`config.mk`:
```
export PLATFORM = sky130hd
export DESIGN_NAME = decode
export DESIGN_NICKNAME = d
export VERILOG_FILES = /design/src/rtl/decode.sv
export SDC_FILE = /design/constraint.sdc
export NUM_CORES = 1
export LEC_CHECK = 0
export CORE_ASPECT_RATIO = 1.25
export CORE_MARGIN = 2
export CORE_UTILIZATION = 40
export DETAILED_ROUTE_END_ITERATION = 16
export MAX_ROUTING_LAYER = met4
export PLACE_DENSITY = 0.77
export RECOVER_POWER = 25
export SYNTH_ARGS = -nofsm -noshare
export SYNTH_HDL_FRONTEND = slang
export SYNTH_SLANG_ARGS = --single-unit
export TNS_END_PERCENT = 100
```
`constraint.sdc`:
```
create_clock -name clk -period 3.5 [get_ports clk]
set_input_delay 0.7 -clock clk [delete_from_list [all_inputs] [get_ports clk]]
set_output_delay 0.7 -clock clk [all_outputs]
set_load 0.1 [all_outputs]
```
`src/rtl/decode.sv`:
```
// decode: RV32I decode stage; splits the fetched word into fields, immediate, ALU code,
// class and trap flags, and registers them for execute under the clk_en/stall/flush protocol.
module decode (
  input  logic        clk,
  input  logic        rst,
  input  logic [31:0] fetch_instr,
  input  logic [31:0] fetch_pc,
  input  logic        clk_en,
  output logic [4:0]  rs1_addr_rf,
  output logic [4:0]  rs2_addr_rf,
  output logic [4:0]  rs1_addr,
  output logic [4:0]  rs2_addr,
  output logic [4:0]  rd_addr,
  output logic [31:0] imm,
  output logic [2:0]  funct3,
  output logic [3:0]  alu_op,
  output logic [10:0] opcode_class,
  output logic [31:0] pc,
  output logic        illegal_instr,
  output logic        ecall,
  output logic        ebreak,
  output logic        mret,
  input  logic        stall,
  input  logic        flush,
  output logic        stall_out,
  output logic        flush_out,
  output logic        next_clk_en
);
  localparam logic [3:0] ADD = 4'd0, SUB = 4'd1, SLT = 4'd2, SLTU = 4'd3, XOR = 4'd4, OR = 4'd5,
                         AND = 4'd6, SLL = 4'd7, SRL = 4'd8, SRA = 4'd9, EQ = 4'd10, NEQ = 4'd11,
                         GE = 4'd12, GEU = 4'd13;
  typedef struct packed {
    logic [4:0]  rs1;
    logic [4:0]  rs2;
    logic [4:0]  rd;
    logic [31:0] imm;
    logic [2:0]  funct3;
    logic [3:0]  alu_op;
    logic [10:0] cls;
    logic [31:0] pc;
    logic        illegal;
    logic        ecall;
    logic        ebreak;
    logic        mret;
  } dec_t;
  logic [6:0]  op, f7;
  logic [2:0]  f3;
  logic [11:0] i12;
  logic [10:0] cls;
  logic        sys0, alt, bad, trap_ok;
  logic [3:0]  arith_op, br_op;
  logic [31:0] imm_i, imm_s, imm_b, imm_u, imm_j;
  dec_t        dec, dec_d, dec_q;
  logic        next_clk_en_d, next_clk_en_q;
  assign op  = fetch_instr[6:0];
  assign f3  = fetch_instr[14:12];
  assign f7  = fetch_instr[31:25];
  assign i12 = fetch_instr[31:20];
  assign cls = {op == 7'b0001111, op == 7'b1110011, op == 7'b0010111, op == 7'b0110111,
                op == 7'b1100111, op == 7'b1101111, op == 7'b1100011, op == 7'b0100011,
                op == 7'b0000011, op == 7'b0010011, op == 7'b0110011};
  assign sys0    = cls[9] && f3 == 3'b000;
  assign alt     = f7 == 7'h20;
  assign trap_ok = sys0 && fetch_instr[19:15] == 5'd0 && fetch_instr[11:7] == 5'd0;
  assign imm_i = {{20{fetch_instr[31]}}, fetch_instr[31:20]};
  assign imm_s = {{20{fetch_instr[31]}}, fetch_instr[31:25], fetch_instr[11:7]};
  assign imm_b = {{19{fetch_instr[31]}}, fetch_instr[31], fetch_instr[7], fetch_instr[30:25],
                  fetch_instr[11:8], 1'b0};
  assign imm_u = {fetch_instr[31:12], 12'b0};
  assign imm_j = {{11{fetch_instr[31]}}, fetch_instr[31], fetch_instr[19:12], fetch_instr[20],
                  fetch_instr[30:21], 1'b0};
  // Unknown opcodes leave cls all-zero, which also covers instr[1:0] != 2'b11.
  assign bad = cls == 11'd0
            || (cls[0] && !(f7 == 7'h00 || (alt && (f3 == 3'b000 || f3 == 3'b101))))
            || (cls[1] && ((f3 == 3'b001 && f7 != 7'h00) || (f3 == 3'b101 && f7 != 7'h00 && !alt)))
            || (cls[4] && (f3 == 3'b010 || f3 == 3'b011))
            || (cls[2] && (f3 == 3'b011 || f3 >= 3'b110))
            || (cls[3] && f3 > 3'b010)
            || (cls[6] && f3 != 3'b000)
            || (sys0 && !(i12 == 12'h000 || i12 == 12'h001 || i12 == 12'h302));
  always_comb begin
    case (f3)
      3'd0: arith_op = cls[0] && alt ? SUB : ADD;
      3'd1: arith_op = SLL;
      3'd2: arith_op = SLT;
      3'd3: arith_op = SLTU;
      3'd4: arith_op = XOR;
      3'd5: arith_op = alt ? SRA : SRL;
      3'd6: arith_op = OR;
      default: arith_op = AND;
    endcase
    case (f3)
      3'd0: br_op = EQ;
      3'd1: br_op = NEQ;
      3'd4: br_op = SLT;
      3'd5: br_op = GE;
      3'd6: br_op = SLTU;
      3'd7: br_op = GEU;
      default: br_op = ADD;
    endcase
  end
  always_comb begin
    dec.rs1     = fetch_instr[19:15];
    dec.rs2     = fetch_instr[24:20];
    dec.rd      = (cls[3] || cls[4] || cls[10] || sys0) ? 5'd0 : fetch_instr[11:7];
    dec.imm     = (cls[1] || cls[2] || cls[6] || cls[9]) ? imm_i :
                  cls[3] ? imm_s : cls[4] ? imm_b : (cls[7] || cls[8]) ? imm_u :
                  cls[5] ? imm_j : 32'd0;
    dec.funct3  = f3;
    dec.alu_op  = (cls[0] || cls[1]) ? arith_op : cls[4] ? br_op : ADD;
    dec.cls     = bad ? 11'd0 : cls;
    dec.pc      = fetch_pc;
    dec.illegal = bad;
    dec.ecall   = trap_ok && i12 == 12'h000;
    dec.ebreak  = trap_ok && i12 == 12'h001;
    dec.mret    = trap_ok && i12 == 12'h302;
    dec_d         = (clk_en && !stall) ? dec : dec_q;
    next_clk_en_d = stall ? next_clk_en_q : !flush && clk_en;
  end
  always_ff @(posedge clk or posedge rst) begin
    if (rst) begin
      dec_q         <= '0;
      next_clk_en_q <= 1'b0;
    end else begin
      dec_q         <= dec_d;
      next_clk_en_q <= next_clk_en_d;
    end
  end
  assign rs1_addr_rf   = fetch_instr[19:15];
  assign rs2_addr_rf   = fetch_instr[24:20];
  assign rs1_addr      = dec_q.rs1;
  assign rs2_addr      = dec_q.rs2;
  assign rd_addr       = dec_q.rd;
  assign imm           = dec_q.imm;
  assign funct3        = dec_q.funct3;
  assign alu_op        = dec_q.alu_op;
  assign opcode_class  = dec_q.cls;
  assign pc            = dec_q.pc;
  assign illegal_instr = dec_q.illegal;
  assign ecall         = dec_q.ecall;
  assign ebreak        = dec_q.ebreak;
  assign mret          = dec_q.mret;
  assign next_clk_en   = next_clk_en_q;
  assign stall_out     = stall;
  assign flush_out     = flush;
endmodule

```
==> impl_metrics.toml <==
[sta]
rsz0062_at_grt = "no"
fmaxAchievable_ghz = 0.335
slew_viol_final = 46
finalSetupTns_ns = 0
worst_pin_slew_ns = 2.03
max-slew-margin-rel_pct = -36.1
hold_viol = 0
setup_violations = 0
layout_setup_ws_ns = 0.514
post-route-period-util_pct = 85.3
min_period_ns = 2.99
fin_skew_ns = 0

[clocking]
clock-root-buffer = "clkbuf_16"
clk_latency_ns = 0.34
clkSinkCount = 102
htreeDepth = 3
cts_buffers = 9
cts_tree = "yes"
path_clk_slew_ns = 0.07
postCtsSetupRepairBufs = 0
cts_resized = 0
postCtsHoldBufs = 0
cts_buffer_depth = 2

[synthesis]
seq_area_frac_synth_pct = 54.9
ys_dominant_reg_cell = "dfrtp_1"
synth_edf_count = 0
syn_area_um2 = 4650
syn_area_per_cell_um2 = 9.37
synth.distinct_cells = 53
synth_warnings = 0
ys_seq_elements = 102
syn-instance-count = 496
synthArstFlopShare_pct = 100
syn_nets = 565

[place]
place_congestion = 0.911
place_ws_ns = 0.536
hpwlAfterDp_um = 10700
portBuffers = 182

[global_route]
antenna_found_initial = 0
grt_max_degree = 58
grt_pass1_vias = 4368
globalRouteOverflowTotal = 0
track_usage_pct = 23.6
grt_pass1_wl_um = 22600

[final_layout]
mostFrequentLayoutCells = "nand2_1 (180), clkdlybuf4s50_1 (152), dfrtp_1 (102)"
area_growth_pct = 45.3
antennaDiodeCount = 0
fin_nets = 727
drive_gt1_share_pct = 10.9
n_fill_cell = 989
final_common_cell = "nand2_1"

[critical_path]
cp_data_arrival_time_ns = 3.24
r2r_setup_slack_ns = 2.70
crit_required_ns = 3.75
crit_path_end_kind = "register"
critPathLaunchType = "primary input"
cp_max_fo = 46
r2r_cells = 2
critical_path_class = "in -> reg"

[power]
ir_drop_mv = 0.271
powerDensity_nw_per_um2 = 545
power_leakage_nw = 3.06

[die]
dieArea_um2 = 12500
ios = 183
rows = 44
die_x_um = 100
start_util_pct = 40.6
core-area_um2 = 11500
die_h_um = 124

[detailed_routing]
top_layer = "met4"
drtPass1Iterations = 5
viasPerCell = 5.40
finalWirelength_um = 14300
wl_met3_um = 767
wl_met2_um = 7360
drc = 0
wl_per_cell_um = 17.9
met1_length_um = 5730
drtAntennaViolNets = 0
vias = 4327
first_iter_violations = 219

[run_status]
violations = "capacitance limit, slew limit"
outcome = "finished with violations"

[min_path]
min_path_type = "reg -> reg"
min_path_cells = 2

[run]
cap_violations = 1
[critical path, cell delays in order]
cell             delay (ns)
clkdlybuf4s50_1        0.59
nand2b_1               0.94
buf_4                  0.56
a21oi_1                0.08
buf_4                  0.19
a21oi_1                0.17
[synthesized netlist by cell type (2+ instances only)]
cell type  count  area share [%]
nor4_1         4            0.54
a32o_1         3            0.65
nand2_1      180              15
and3_1         4            0.54
buf_4         13             2.1
inv_1          6            0.48
nand3_1        5            0.54
and3b_1        2            0.38
a31oi_1        2            0.27
nor2_1        17             1.4
clkbuf_1      17             1.4
dfrtp_1      102              55
o31ai_1        6            0.97
a22oi_1        2            0.32
a21oi_1       25             2.7
o2bb2ai_1      2            0.38
and4_1         2            0.38
and2_1         3            0.40
buf_1          6            0.48
a221oi_1       2            0.38
o41ai_1        4            0.75
buf_2          4            0.43
nand2b_1       3            0.40
mux2_2         4            0.97
o2111ai_1      2            0.38
nor3_1         4            0.43
nor2b_1        3            0.40
o21ai_0       27             2.9
and4b_1        2            0.43
a22o_1        17             3.2
[metrics by stage]
step	instances	power (W)	instance area, µm²	hold slack (ns)	utilization, %
global placement	785	0.00267	6460	0.457	56.4
CTS	801	0.00370	6760	0.480	59.0
finish	801	0.00368	6750	0.473	59.0
floorplan	496	0.00231	4650	0.805	-
global route	801	0.00380	6750	0.496	59.0
detailed placement	785	0.00269	6460	0.462	56.4
[sequential cells by signal, summed over array words and instances (netlist names)]
name and flops:
alu_op 4, ebreak 1, ecall 1, funct3 3, illegal_instr 1, imm 32, mret 1, next_clk_en 1
opcode_class 11, pc 32, rd_addr 5, rs1_addr 5, rs2_addr 5
[final timing paths]
check,startpoint,to
setup / recovery,stall,imm[15]
hold / removal,pc[19],pc[19]
setup reg to reg,alu_op[3],alu_op[3]
hold reg to reg,pc[19],pc[19]
max in group asynchronous,rst,illegal_instr
min in group asynchronous,rst,pc[13]
[kinds of logic (layout without fill, tap and decap cells)]
group	after synthesis	after routing	share of synthesized area, %
flops	102	102	54.9
simple gates	239	239	22.9
xor+xnor	1	1	0.189
compound gates	103	103	15.9
mux	4	4	0.969
fa+ha+maj	1	1	0.215
buf+inv	46	213	4.87
[area by class of cell]
class	count	area, µm²	area share (%)
Sequential cell	102	2550	37.8
Multi-Input combinational cell	348	1870	27.8
Tap cell	138	173	2.56
Clock inverter	6	70.1	1.04
Inverter	6	23.8	0.352
Clock buffer	10	229	3.39
Timing Repair Buffer	191	1830	27.1
[routing by layer]
metal	up-vias	track usage, %
met5	-	-
met3	41	2.75
met2	185	38.8
met1	2083	29.0
li1	2018	-
met4	0	10.6
[report_power, final]
part	internal, W	switching (W)	leakage (nW)
clock	0.000560	0.000457	0.141
combinational	0.000307	0.00102	1.60
sequential	0.00128	0.0000535	1.32
(Power assumes the default switching activity.)
